## src/rtl/if_fetch_unit.sv

```systemverilog
// Instruction-fetch stage: assembles 32-bit little-endian instructions from four byte reads.
// Optional direct-mapped instruction cache is enabled by defining ICACHE_EN.
module if_fetch_unit #(
    parameter logic [31:0] RESET_PC     = 32'h0000_0000,
    parameter int          ICACHE_LINES = 64
) (
    input  logic        clk,
    input  logic        rst_n,
    input  logic [4:0]  stall_signal,
    input  logic        br_taken,
    input  logic [31:0] br_target,
    output logic        mem_req,
    output logic [31:0] mem_addr,
    input  logic        mem_valid,
    input  logic [7:0]  mem_data,
    output logic [31:0] if_pc,
    output logic [31:0] if_inst,
    output logic        if_valid,
    output logic        if_stall
);
    typedef enum logic [1:0] {IDLE, FETCH, DONE} state_t;

    state_t      state, state_nxt;
    logic [31:0] pc;
    logic [1:0]  byte_cnt;
    logic [23:0] inst_buf;
    logic        accept, last_byte, hit;
    logic [31:0] hit_inst;

    assign accept    = if_valid && !stall_signal[1];
    assign last_byte = (state == FETCH) && mem_valid && (byte_cnt == 2'd3);

    logic unused_bits;
    assign unused_bits = ^{stall_signal[4:2], stall_signal[0], br_target[1:0]};

`ifdef ICACHE_EN
    localparam int IDX = $clog2(ICACHE_LINES);
    localparam int TW  = 30 - IDX;

    logic [ICACHE_LINES-1:0] line_vld;
    logic [TW-1:0]           tag_mem  [ICACHE_LINES];
    logic [31:0]             data_mem [ICACHE_LINES];
    logic [IDX-1:0]          idx;
    logic [TW-1:0]           tag;
    logic                    fill;

    assign idx      = pc[IDX+1:2];
    assign tag      = pc[31:IDX+2];
    assign hit      = line_vld[idx] && (tag_mem[idx] == tag);
    assign hit_inst = data_mem[idx];
    // A redirect on the completing edge aborts the fill
    assign fill     = last_byte && !br_taken;

    always_ff @(posedge clk or negedge rst_n) begin
        if (!rst_n)    line_vld <= '0;
        else if (fill) line_vld[idx] <= 1'b1;
    end

    always_ff @(posedge clk) begin
        if (fill) begin
            tag_mem[idx]  <= tag;
            data_mem[idx] <= {mem_data, inst_buf};
        end
    end
`else
    logic [31:0] unused_lines;
    assign unused_lines = ICACHE_LINES;
    assign hit      = 1'b0;
    assign hit_inst = '0;
`endif

    always_ff @(posedge clk or negedge rst_n) begin
        if (!rst_n) state <= IDLE;
        else        state <= state_nxt;
    end

    always_comb begin
        state_nxt = state;
        if (br_taken) begin
            state_nxt = IDLE;
        end else begin
            case (state)
                IDLE:    state_nxt = hit ? DONE : FETCH;
                FETCH:   if (last_byte) state_nxt = DONE;
                DONE:    if (accept) state_nxt = IDLE;
                default: state_nxt = IDLE;
            endcase
        end
    end

    // Stall is held low while in reset so every output reads zero
    always_comb begin
        if_stall = rst_n && (state != DONE);
    end

    always_ff @(posedge clk or negedge rst_n) begin
        if (!rst_n) begin
            pc       <= RESET_PC;
            byte_cnt <= 2'd0;
            inst_buf <= '0;
            mem_req  <= 1'b0;
            mem_addr <= '0;
            if_pc    <= '0;
            if_inst  <= '0;
            if_valid <= 1'b0;
        end else if (br_taken) begin
            pc       <= {br_target[31:2], 2'b00};
            byte_cnt <= 2'd0;
            mem_req  <= 1'b0;
            if_valid <= 1'b0;
        end else begin
            case (state)
                IDLE: begin
                    byte_cnt <= 2'd0;
                    if (hit) begin
                        if_pc    <= pc;
                        if_inst  <= hit_inst;
                        if_valid <= 1'b1;
                    end else begin
                        mem_addr <= pc;
                        mem_req  <= 1'b1;
                    end
                end
                FETCH: begin
                    if (mem_valid) begin
                        if (byte_cnt == 2'd3) begin
                            mem_req  <= 1'b0;
                            if_pc    <= pc;
                            if_inst  <= {mem_data, inst_buf};
                            if_valid <= 1'b1;
                        end else begin
                            // Shift right so byte 0 ends up in the low lane
                            inst_buf <= {mem_data, inst_buf[23:8]};
                            byte_cnt <= byte_cnt + 2'd1;
                            mem_addr <= mem_addr + 32'd1;
                        end
                    end
                end
                DONE: begin
                    if (accept) begin
                        pc       <= pc + 32'd4;
                        if_valid <= 1'b0;
                    end
                end
                default: ;
            endcase
        end
    end
endmodule

```

## config.mk

```make
export PLATFORM = sky130hd
export DESIGN_NAME = if_fetch_unit
export DESIGN_NICKNAME = d
export VERILOG_FILES = /design/src/rtl/if_fetch_unit.sv
export SDC_FILE = /design/constraint.sdc
export NUM_CORES = 1
export LEC_CHECK = 0
export ABC_AREA = 1
export BUFFER_PORTS_ARGS = -buffer_cell sky130_fd_sc_hd__buf_2
export CORE_ASPECT_RATIO = 2
export CORE_UTILIZATION = 30
export DETAILED_ROUTE_END_ITERATION = 12
export SLEW_MARGIN = 20
export SYNTH_ARGS = -nofsm -noshare
export SYNTH_HDL_FRONTEND = slang
export SYNTH_SLANG_ARGS = --single-unit
```

## constraint.sdc

```tcl
create_clock -name clk -period 1.85 [get_ports clk]
set_input_delay 0.185 -clock clk [delete_from_list [all_inputs] [get_ports clk]]
set_output_delay 0.185 -clock clk [all_outputs]
set_load 0.05 [all_outputs]
```

==> impl_metrics.yaml <==
outcome:
  outcome: "complete, no violations"
clocking:
  clkTransAtPathRegs_ps: 70
  cts_made_buffers: 17
  clockBufferDepth: 2
  htree_levels: 4
  cts-root-buf: "clkbuf_16"
  cts_tree: "built"
  clock_latency_ps: 450
  clock_sinks: 154
die:
  die_height_um: 234.4
  pin_count: 148
  core_um2: 26380
  start_util: 0.3072
  dieArea_um2: 27710
  rows: 84
  die_x_um: 118.2
global_route:
  grt_start_max_net_pins: 109
  grt.total_usage: 0.1901
  grt_pass1_wl_mm: 39.48
  antenna_found_initial: 0
  grt.overflow.total: 0
  grt_pass1_vias: 7510
yosys:
  yosysTopAreaCell: "dfrtp_1"
  syn_area_per_cell_um2: 7.267
  synth_top_area_frac: 0.4756
  synth_cells: 1115
  synth_cell_types: 33
  ys_seq_area_frac: 0.4756
  synthArstFlopShare: 1.000
  synthFlopType: "dfrtp_1"
  ys_seq_elements: 154
  synth_area_um2: 8103
  synth_warnings: 0
  synth_area_leaders: "dfrtp_1 (48%), nand2_1 (18%), o21ai_0 (6.3%)"
  synth_edf_count: 0
worst_setup_path:
  critical_path_buf_inv_count: 3
  worstPathArrival_ps: 2090
  worst_setup_path_start_kind: "flip-flop"
  crit_chain: "ha_1, inv_1, nor2_4, nor2_2, nand2_2, inv_2, buf_12, o21ai_1, o21ai_1"
  cp_top_family: "buffers and inverters"
  worst-setup-path-type: "flip-flop to flip-flop"
  r2r_slack_ps: 120
  cpMaxStageDelayCell: "dfrtp_1"
  worst_setup_path_end_kind: "flip-flop"
  cp_max_fo: 16
  crit_path_frequent_cell: "o21ai_1"
  max_stage_delay_ps: 400
  crit_required_ps: 2220
placement:
  hpwl_mm: 19.56
  gp_congestion: 0.8961
  place_inst: 1584
  port_buffers: 139
drt:
  drt-initial-drc-count: 455
  vias_per_cell: 4.665
  ant_nets: 0
  firstDrtPassIters: 5
  drc: 0
  num_vias: 7576
  wl_mm: 25.53
  avgRoutedWirePerCell_um: 15.72
power_and_ir_drop:
  ir_drop_mv: 0.7836
  p_leak_nw: 5.125
  p_per_area_nw_per_um2: 1119
cells_and_area:
  final_util: 0.3810
  fillCellCount: 2807
  fin_nets: 1319
  syn_to_final_growth_pct: 24.06
  layout-drive-gt1-share: 0.1898
  antennaDiodeCount: 0
  finalNonFillerCells: 1624
sta:
  timing_hold_violations_final: 0
  fin_skew_ps: 14.57
  worstMarginPinSlew_ps: 636.9
  finalSetupTns_ps: 0
  slew_violations: 0
  rsz0062_at_grt: "no"
  slew_headroom: 0.5754
  period_needed_ps: 1726
  setup_viol: 0
  max_freq_ghz: 0.5793
  post-route-period-util: 0.9332
worst_hold_path:
  hp-class: "input pin to flip-flop"
flow_run:
  drv_cap: 0
==> cells in the final DEF (no fill, tap or decap), drive strengths merged <==
cell,synthesis,layout
nand2,387,387
buf,29,170
dfrtp,154,154
nor2,139,139
inv,113,119
o21ai,113,113
nand3,72,72
a21oi,44,44
clkbuf,14,19
o22ai,11,11
mux2,10,10
dlygate4sd3,0,5
clkinv,2,5
o211ai,4,4
a211oi,4,4
nand3b,4,4
bufinv,0,4
and2,3,3
nor3,3,3
ha,3,3
nand4,2,2
conb,1,2
or2,1,1
a31oi,1,1
xor2,1,1
==> kinds of logic (layout without fill, tap and decap cells) <==
logic type,after synthesis,in the layout,synth area share
simple gates,611,611,0.3104
compound gates,177,177,0.1137
buf+inv,158,322,0.08030
flops,154,154,0.4756
mux,10,10,0.01390
fa+ha+maj,3,3,0.004633
other cells,1,2,0.0004628
xor+xnor,1,1,0.001081
==> synthesized netlist by cell type (3+ instances only) <==
| library cell | n |
|---|---|
| nand2_1 | 381 |
| nor2_1 | 123 |
| buf_2 | 22 |
| clkbuf_1 | 14 |
| a211oi_1 | 4 |
| o21ai_1 | 11 |
| mux2_1 | 3 |
| and2_1 | 3 |
| nor3_1 | 3 |
| o211ai_1 | 4 |
| o22ai_1 | 11 |
| inv_1 | 109 |
| a21oi_1 | 44 |
| o21ai_0 | 102 |
| mux2_2 | 7 |
| nand3_1 | 71 |
| ha_1 | 3 |
| nor2_2 | 10 |
| nand2_2 | 6 |
| inv_2 | 4 |
| nor2_4 | 6 |
| nand3b_1 | 4 |
| dfrtp_1 | 154 |
| buf_4 | 4 |
==> registers in the layout, indices dropped and copies added, names as in the netlist <==
| signal | count |
|---|---|
| byte_cnt | 2 |
| if_pc | 30 |
| mem_addr | 32 |
| if_inst | 32 |
| state | 2 |
| inst_buf | 24 |
| mem_req | 1 |
| if_valid | 1 |
| pc | 30 |
==> timing repair <==
action / 4_1_cts / 5_1_grt
hold buffers: 5 / 0
endpoints found under the setup margin: 0 / 8
setup buffers: 0 / 3
gates resized for setup: 0 / 5
endpoints found under the hold margin: 158 / 0
==> worst min-delay path: cells and delay by family <==
family / cells / cell delay, ps
buffers and inverters: 1 / 90
AND/OR/NAND/NOR: 1 / 90
AO/OA/AOI/OAI: 1 / 70
==> final timing paths <==
check | from | cells after the start | end
setup / recovery | byte_cnt[0] | 9 | mem_addr[4]
min in group asynchronous | rst_n | 3 | if_inst[6]
setup reg to reg | byte_cnt[0] | 9 | mem_addr[4]
max in group asynchronous | rst_n | 3 | pc[3]
hold reg to reg | mem_req | 2 | mem_req
hold / removal | br_target[17] | 3 | pc[17]
==> layout make-up <==
| cell class | count | area [um^2] | area share |
|---|---|---|---|
| Clock buffer | 19 | 452.9 | 0.04506 |
| Clock inverter | 13 | 203.9 | 0.02029 |
| Inverter | 115 | 431.7 | 0.04294 |
| Multi-Input combinational cell | 804 | 3616 | 0.3597 |
| Sequential cell | 154 | 3857 | 0.3837 |
| Tap cell | 344 | 430.4 | 0.04282 |
| Timing Repair Buffer | 175 | 1060 | 0.1054 |
==> power by group <==
part / internal [W] / leakage [nW] / switching (W)
registers: 0.00386 / 1.97 / 0.000551
clock network: 0.00237 / 0.323 / 0.00154
logic: 0.000809 / 2.83 / 0.00212
total: 0.00704 / 5.12 / 0.00421
==> stage by stage <==
stage	hold WS (ps)	setup slack, ps	total power, W	area, um^2
after CTS	8.451	64.16	0.01140	10010
after global placement	319.8	75.29	0.007394	9308
after floorplan	-110.6	125.2	0.006333	8109
final	23.48	123.6	0.01125	10050
after global routing	35.59	1.443	0.01186	10050
after detailed placement	319.2	92.30	0.007426	9308
==> layer usage <==
| layer | track usage | up-vias | wire length [um] |
|---|---|---|---|
| li1 | - | 3832 | - |
| met5 | 0 | - | 0 |
| met1 | 0.1823 | 3483 | 9354 |
| met3 | 0.03295 | 74 | 798 |
| met4 | 0.1583 | 0 | 1878 |
| met2 | 0.3528 | 187 | 13500 |
Note: power is estimated with default switching activity, not from simulation.
